<file path="src/rtl/tv80_rmw_pkg.sv">
// tv80_rmw_pkg: shared state encoding and constants for the indexed CB-group
// read-modify-write engine.
package tv80_rmw_pkg;

    typedef enum logic [2:0] {
        ST_IDLE,
        ST_ADDR,
        ST_READ,
        ST_EXEC,
        ST_WRITE,
        ST_DONE
    } state_t;

    localparam logic [1:0] GRP_ROT = 2'b00;
    localparam logic [1:0] GRP_BIT = 2'b01;
    localparam logic [1:0] GRP_RES = 2'b10;
    localparam logic [1:0] GRP_SET = 2'b11;

    localparam logic [2:0] ROT_RLC = 3'd0;
    localparam logic [2:0] ROT_RRC = 3'd1;
    localparam logic [2:0] ROT_RL  = 3'd2;
    localparam logic [2:0] ROT_RR  = 3'd3;
    localparam logic [2:0] ROT_SLA = 3'd4;
    localparam logic [2:0] ROT_SRA = 3'd5;
    localparam logic [2:0] ROT_SLL = 3'd6;
    localparam logic [2:0] ROT_SRL = 3'd7;

    localparam int FLAG_S = 7;
    localparam int FLAG_Z = 6;
    localparam int FLAG_Y = 5;
    localparam int FLAG_H = 4;
    localparam int FLAG_X = 3;
    localparam int FLAG_P = 2;
    localparam int FLAG_N = 1;
    localparam int FLAG_C = 0;

    localparam logic [2:0] REG_MEM = 3'b110;

endpackage

</file>
<file path="src/rtl/tv80_rmw_bitop_if.sv">
// tv80_rmw_bitop_if: memory bus between the RMW engine (master) and memory (slave).
interface tv80_rmw_bitop_if #(
    parameter int DW = 8,
    parameter int AW = 16
);
    logic [AW-1:0] mem_addr;
    logic          mem_rd;
    logic          mem_wr;
    logic [DW-1:0] mem_wdata;
    logic [DW-1:0] mem_rdata;
    logic          mem_ack;

    modport master (output mem_addr, mem_rd, mem_wr, mem_wdata, input mem_rdata, mem_ack);
    modport slave  (input mem_addr, mem_rd, mem_wr, mem_wdata, output mem_rdata, mem_ack);
endinterface

</file>
<file path="src/rtl/tv80_rmw_alu.sv">
// tv80_rmw_alu: combinational CB-group shift/rotate, BIT, RES and SET with Z80 flags.
module tv80_rmw_alu
    import tv80_rmw_pkg::*;
#(
    parameter int DW = 8
) (
    input  logic [1:0]    grp,
    input  logic [2:0]    n,
    input  logic [DW-1:0] data,
    input  logic [7:0]    flags_in,
    input  logic [1:0]    ea_yx,
    output logic [DW-1:0] result,
    output logic [7:0]    flags
);
    logic [DW-1:0] rot;
    logic [DW-1:0] mask;
    logic          co;
    logic          bit_v;

    always_comb begin
        co = n[0] ? data[0] : data[DW-1];
        case (n)
            ROT_RLC: rot = {data[DW-2:0], data[DW-1]};
            ROT_RRC: rot = {data[0], data[DW-1:1]};
            ROT_RL:  rot = {data[DW-2:0], flags_in[FLAG_C]};
            ROT_RR:  rot = {flags_in[FLAG_C], data[DW-1:1]};
            ROT_SLA: rot = {data[DW-2:0], 1'b0};
            ROT_SRA: rot = {data[DW-1], data[DW-1:1]};
            ROT_SLL: rot = {data[DW-2:0], 1'b1};
            default: rot = {1'b0, data[DW-1:1]};
        endcase
    end

    assign mask  = DW'(1) << n;
    assign bit_v = |(data & mask);

    // Flag vectors are S Z Y H X P N C; BIT takes Y/X from the high address byte.
    assign result = grp == GRP_ROT ? rot
                  : grp == GRP_RES ? data & ~mask
                  : grp == GRP_SET ? data | mask
                  : data;
    assign flags  = grp == GRP_ROT ? {rot[DW-1], ~|rot, rot[5], 1'b0, rot[3], ~^rot, 1'b0, co}
                  : grp == GRP_BIT ? {n == 3'd7 && bit_v, ~bit_v, ea_yx[1], 1'b1, ea_yx[0], ~bit_v, 1'b0, flags_in[FLAG_C]}
                  : flags_in;
endmodule

</file>
<file path="src/rtl/tv80_rmw_bitop.sv">
// tv80_rmw_bitop: (IX/IY+d) CB-group read-modify-write engine with bus timeout.
// Define TV80_RMW_REGCOPY_EN to generate the undocumented register copy strobe.
module tv80_rmw_bitop
    import tv80_rmw_pkg::*;
#(
    parameter int DW       = 8,
    parameter int AW       = 16,
    parameter int WAIT_MAX = 15
) (
    input  logic                clk,
    input  logic                reset_n,
    input  logic                start,
    input  logic [7:0]          op,
    input  logic [AW-1:0]       base,
    input  logic [7:0]          disp,
    input  logic [7:0]          flags_in,
    tv80_rmw_bitop_if.master    bus,
    output logic                busy,
    output logic                done,
    output logic                err,
    output logic [DW-1:0]       result,
    output logic [7:0]          flags_out,
    output logic                reg_wr_en,
    output logic [2:0]          reg_sel
);
    localparam int CW = $clog2(WAIT_MAX + 1);

    state_t        state, nxt;
    logic [7:0]    op_q;
    logic [AW-1:0] base_q;
    logic [7:0]    disp_q;
    logic [7:0]    flags_q;
    logic [AW-1:0] ea;
    logic [DW-1:0] data_q;
    logic [CW-1:0] cnt;
    logic          timeout;
    logic [DW-1:0] alu_result;
    logic [7:0]    alu_flags;

    assign timeout = !bus.mem_ack && cnt == CW'(WAIT_MAX - 1);

    always_comb begin
        nxt = state;
        case (state)
            ST_IDLE:  nxt = start ? ST_ADDR : ST_IDLE;
            ST_ADDR:  nxt = ST_READ;
            ST_READ:  nxt = bus.mem_ack ? ST_EXEC : timeout ? ST_IDLE : ST_READ;
            ST_EXEC:  nxt = op_q[7:6] == GRP_BIT ? ST_DONE : ST_WRITE;
            ST_WRITE: nxt = bus.mem_ack ? ST_DONE : timeout ? ST_IDLE : ST_WRITE;
            default:  nxt = ST_IDLE;
        endcase
    end

    always_ff @(posedge clk or negedge reset_n) begin
        if (!reset_n) begin
            state     <= ST_IDLE;
            op_q      <= '0;
            base_q    <= '0;
            disp_q    <= '0;
            flags_q   <= '0;
            ea        <= '0;
            data_q    <= '0;
            cnt       <= '0;
            err       <= 1'b0;
            result    <= '0;
            flags_out <= '0;
        end else begin
            state <= nxt;
            cnt   <= nxt != state ? '0 : cnt + 1'b1;
            err   <= (state == ST_READ || state == ST_WRITE) && timeout;
            if (state == ST_IDLE && start) begin
                op_q    <= op;
                base_q  <= base;
                disp_q  <= disp;
                flags_q <= flags_in;
            end
            if (state == ST_ADDR) ea <= base_q + {{(AW-8){disp_q[7]}}, disp_q};
            if (state == ST_READ && bus.mem_ack) data_q <= bus.mem_rdata;
            if (state == ST_EXEC) begin
                result    <= alu_result;
                flags_out <= alu_flags;
            end
        end
    end

    tv80_rmw_alu #(.DW(DW)) u_alu (
        .grp      (op_q[7:6]),
        .n        (op_q[5:3]),
        .data     (data_q),
        .flags_in (flags_q),
        .ea_yx    ({ea[AW-3], ea[AW-5]}),
        .result   (alu_result),
        .flags    (alu_flags)
    );

    assign busy          = state != ST_IDLE;
    assign done          = state == ST_DONE;
    assign bus.mem_rd    = state == ST_READ;
    assign bus.mem_wr    = state == ST_WRITE;
    assign bus.mem_addr  = ea;
    assign bus.mem_wdata = result;

`ifdef TV80_RMW_REGCOPY_EN
    assign reg_wr_en = done && op_q[7:6] != GRP_BIT && op_q[2:0] != REG_MEM;
    assign reg_sel   = done ? op_q[2:0] : 3'd0;
`else
    logic unused_sel;
    assign unused_sel = ^op_q[2:0];
    assign reg_wr_en  = 1'b0;
    assign reg_sel    = 3'd0;
`endif
endmodule
</file>
<file path="src/flat_wrapper.sv">
// flat-port wrapper written by rule: the top's interface ports become plain ports
module tv80_rmw_bitop_flat import tv80_rmw_pkg::*;
#(
    parameter int DW       = 8,
    parameter int AW       = 16,
    parameter int WAIT_MAX = 15
)
  (clk, reset_n, start, op, base, disp, flags_in, busy, done, err, result, flags_out, reg_wr_en, reg_sel, bus_mem_addr, bus_mem_rd, bus_mem_wr, bus_mem_wdata, bus_mem_rdata, bus_mem_ack);
  tv80_rmw_bitop_if #(.DW(DW), .AW(AW)) bus_i ();
  input  logic clk;
  input  logic reset_n;
  input  logic start;
  input  logic [7:0] op;
  input  logic [AW-1:0] base;
  input  logic [7:0] disp;
  input  logic [7:0] flags_in;
  output logic busy;
  output logic done;
  output logic err;
  output logic [DW-1:0] result;
  output logic [7:0] flags_out;
  output logic reg_wr_en;
  output logic [2:0] reg_sel;
  output wire logic [$bits(bus_i.mem_addr)-1:0] bus_mem_addr;
  output wire logic [$bits(bus_i.mem_rd)-1:0] bus_mem_rd;
  output wire logic [$bits(bus_i.mem_wr)-1:0] bus_mem_wr;
  output wire logic [$bits(bus_i.mem_wdata)-1:0] bus_mem_wdata;
  input wire logic [$bits(bus_i.mem_rdata)-1:0] bus_mem_rdata;
  input wire logic [$bits(bus_i.mem_ack)-1:0] bus_mem_ack;
  assign bus_mem_addr = bus_i.mem_addr;
  assign bus_mem_rd = bus_i.mem_rd;
  assign bus_mem_wr = bus_i.mem_wr;
  assign bus_mem_wdata = bus_i.mem_wdata;
  assign bus_i.mem_rdata = bus_mem_rdata;
  assign bus_i.mem_ack = bus_mem_ack;
  tv80_rmw_bitop #(.DW(DW), .AW(AW), .WAIT_MAX(WAIT_MAX)) u_core (.clk(clk), .reset_n(reset_n), .start(start), .op(op), .base(base), .disp(disp), .flags_in(flags_in), .bus(bus_i), .busy(busy), .done(done), .err(err), .result(result), .flags_out(flags_out), .reg_wr_en(reg_wr_en), .reg_sel(reg_sel));
endmodule
</file>
<file path="config.mk">
export PLATFORM = sky130hd
export DESIGN_NAME = tv80_rmw_bitop_flat
export DESIGN_NICKNAME = d
export VERILOG_FILES = /design/src/rtl/tv80_rmw_pkg.sv /design/src/rtl/tv80_rmw_bitop_if.sv /design/src/rtl/tv80_rmw_alu.sv /design/src/rtl/tv80_rmw_bitop.sv /design/src/flat_wrapper.sv
export SDC_FILE = /design/constraint.sdc
export NUM_CORES = 1
export LEC_CHECK = 0
export CAP_MARGIN = 0
export CORE_MARGIN = 2
export CORE_UTILIZATION = 50
export CTS_CLUSTER_SIZE = 30
export DETAILED_ROUTE_END_ITERATION = 7
export GPL_TIMING_DRIVEN = 0
export PLACE_DENSITY = 0.78
export RECOVER_POWER = 25
export SLEW_MARGIN = 20
export SYNTH_ARGS = -nofsm -noshare
export SYNTH_HDL_FRONTEND = slang
export SYNTH_SLANG_ARGS = --single-unit
</file>
<file path="constraint.sdc">
create_clock -name clk -period 3.4 [get_ports clk]
set_clock_uncertainty 0.05 [all_clocks]
set_input_delay 0.51 -clock clk [delete_from_list [all_inputs] [get_ports clk]]
set_output_delay 0.51 -clock clk [all_outputs]
set_load 0.1 [all_outputs]
</file>
==> flow_summary_export.csv <==
group,metric,value,unit
route,dr.pass1.iters,4,
outcome,violations,"capacitance limit, slew limit",
critical_path,required,2.84,ns
critical_path,cp_data_arrival_time,2.57,ns
grt,antenna_found_initial,0,
job,cap_viol_max_count,1,
finish,final-seq-area,2127,um^2
grt,grt_usage,23.41,%
floorplan,die_height,100.4,um
cts,cts_setup_buffers,0,
placed_design,dp_hpwl,8.655,mm
critical_path,slowest_delay,1.13,ns
finish,fill_cells,755,
synthesis,synthMostInstantiatedCell,"dfrtp_1",
timing,maxSlewHeadroom,-49.44,%
cts,htreeDepth,3,
critical_path,crit_slowest_cell,"clkdlybuf4s50_1",
floorplan,die_width,100.4,um
route,dr.first_iter.drc_count,146,
timing,setup_viol,0,
timing,worst_pin_slew,2.242,ns
min_path,hp-class,"flop to flop",
route,ant_nets,0,
cts,cts.sinks,85,
placed_design,dpl.cell_count,655,
finish,drive_gt1_share,11.61,%
timing,period_minus_slack,3.125,ns
finish,fin_cells,671,
route,drc_errors,0,
synthesis,synthArstFlopShare,100.0,%
finish,final_util,65.48,%
synthesis,post-synth-top-area-fraction,45.77,%
synthesis,synth_edf_count,0,
synthesis,yosysSeqAreaShare,45.77,%
cts,holdBufCountCts,0,
cts,cts-root-buf,"clkbuf_8",
finish,multiInputGateArea,2300,um^2
floorplan,start_util,51.02,%
outcome,outcome,"finished with violations",
timing,final_max_slew_viol_count,41,
synthesis,ys_seq_elements,85,
timing,rsz0062_at_grt,"false",
synthesis,mappedNetlistArea,4647,um^2
synthesis,syn_inst,447,
placed_design,port_buffers,93,
route,wirelength,11.32,mm
placed_design,post_dp_cell_area,5746,um^2
grt,grt_max_degree,46,
cts,cts_tree,"done",
route,wl_per_cell,16.87,um
floorplan,core,9109,um^2
grt,grt_pass1_wl,18.51,mm
route,vias,3813,
synthesis,synthFlopType,"dfrtp_1",
finish,n_antenna_cell,0,
critical_path,cp_cell_sequence,"clkbuf_1 -> nand2b_1 -> nand2b_1 -> inv_1 -> clkdlybuf4s50_1",
floorplan,dieArea,10080,um^2
cts,numCtsBuffers,9,
critical_path,crit_top_cell,"nand2b_1",
finish,area_delta_synth_final,28.35,%
timing,max_freq,320.0,MHz
synthesis,ys_warn_count,0,
synthesis,yosysUniqueCellTypes,53,
synthesis,syn_area_per_cell,10.40,um^2
cts,cts_resized,0,
timing,finalCritPeriodShare,91.92,%
floorplan,design.portCount,101,
critical_path,path_max_fanout,10,
grt,grt_pass1_vias,3790,
synthesis,ys_top_cells_by_area,"dfrtp_1, mux2_2, ha_1, mux2_1, nand2_1",
critical_path,start_kind,"flop",
timing,finalHoldViolCount,0,
critical_path,end_kind,"output pin",
placed_design,gp_congestion,0.8627,
finish,final_area,5964,um^2
cts,worstSkewPairLatency,0.36,ns
floorplan,placement_rows,35,
finish,fin_nets,629,
timing,fin_hold_ws,0.4377,ns
synthesis,synth_top_cell_by_area,"dfrtp_1",
cts,cts.clk_slew.worst_paths,0.09,ns
grt,gr-total-overflow,0,
route,viasPerCell,5.683,
synthesis,synth_commonest_cells,"dfrtp_1, nand2_1, o21ai_0",
critical_path,worstSetupPathType,"flop to output pin",
cts,clockBufferDepth,2,
## cells by family (layout without fill, tap and decap cells)
kind of cell / Yosys count / count (layout) / synth area share [%]
adders and majority gates: 22 / 22 / 6.085
other: 1 / 4 / 0.08070
muxes: 56 / 56 / 13.25
xor gates and xnor gates: 17 / 17 / 3.204
AOI/OAI and AO/OA: 113 / 113 / 15.89
buffers and inverters: 46 / 156 / 4.981
and+or+nand+nor: 107 / 107 / 10.74
DFF: 85 / 85 / 45.77
## worst paths after layout
| kind | start | endpoint | slack (ns) | cells after the start |
|---|---|---|---|---|
| worst max-delay path | u_core.state[1]$_DFF_PN0_ | bus_mem_wr | 0.27 | 5 |
| worst min-delay path | u_core.flags_out[1]$_DFFE_PN0N_ | u_core.flags_out[1]$_DFFE_PN0N_ | 0.44 | 2 |
| worst max register to register | u_core.disp_q[0]$_DFFE_PN0P_ | u_core.bus.mem_addr[8]$_DFFE_PN0N_ | 0.86 | 8 |
| worst min register to register | u_core.flags_out[1]$_DFFE_PN0N_ | u_core.flags_out[1]$_DFFE_PN0N_ | 0.44 | 2 |
| max in group asynchronous | reset_n | u_core.flags_out[5]$_DFFE_PN0N_ | 1.26 | 1 |
| min in group asynchronous | reset_n | u_core.data_q[0]$_DFFE_PN0P_ | 0.75 | 1 |
## worst max-delay path, delay by kind of cell (launching register included)
family | cells | cell delay (ns)
DFF | 1 | 0.38
and+or+nand+nor | 2 | 0.41
buffers and inverters | 3 | 1.41
## sequential cells by signal (all words and copies together) (netlist names)
register and cells:
u_core.base_q 16, u_core.bus.mem_addr 16, u_core.bus.mem_wdata 8, u_core.cnt 4, u_core.data_q 8, u_core.disp_q 8
u_core.err 1, u_core.flags_out 8, u_core.flags_q 8, u_core.op_q 5, u_core.state 3
## final cells by class
class	instances	area share [%]
flip-flops and latches	85	35.66
multi-input cells	319	38.56
clock inverters	6	1.594
well taps	111	2.329
plain buffers	36	3.252
clock buffers	10	2.140
inverters	10	0.6293
repair buffers	94	15.84
## placed cells by master, fill, tap and decap left out, types with 3 or more instances in the layout
cell type        count
mux2_2              26
nor3_1               6
a31oi_1              6
buf_2                5
inv_1                9
nand2_1             45
o21ai_1             16
o21a_1               3
o21ai_0             29
a311oi_1             3
buf_4               14
ha_1                21
a21oi_1             15
conb_1               4
mux2i_1             12
nand3b_1             3
a221oi_1             4
o211ai_1             5
nand2b_1             5
xor2_1              10
a21o_1               9
mux2_1              18
nand3_1              3
xnor2_1              7
nor3b_1              3
a211oi_1             3
nand4_1              4
nor2_1              24
clkbuf_8             9
o311a_1              5
and3_1               4
dfrtp_1             85
clkdlybuf4s50_1     92
clkbuf_1            18
or3_1                4
## metal layers
layer | share of wire (%) | vias to the layer above | GRT usage [%]
li1 | - | 1822 | -
met1 | 43 | 1875 | 29.51
met2 | 51 | 101 | 41.20
met3 | 4.6 | 15 | 3.760
met4 | 1.6 | 0 | 7.482
met5 | 0 | - | 0
## through the flow
step | worst slack (ns) | setup TNS (ns)
CTS | 0.2675 | 0
detailed placement | 0.6706 | 0
finish | 0.2746 | 0
global placement | -1.178 | -99.78
global route | 0.1804 | 0
floorplan | 0.8746 | 0
Power is left out: the tool's default activity adds up to more than one toggle a clock period on the data nets, which glitch-free logic cannot reach.
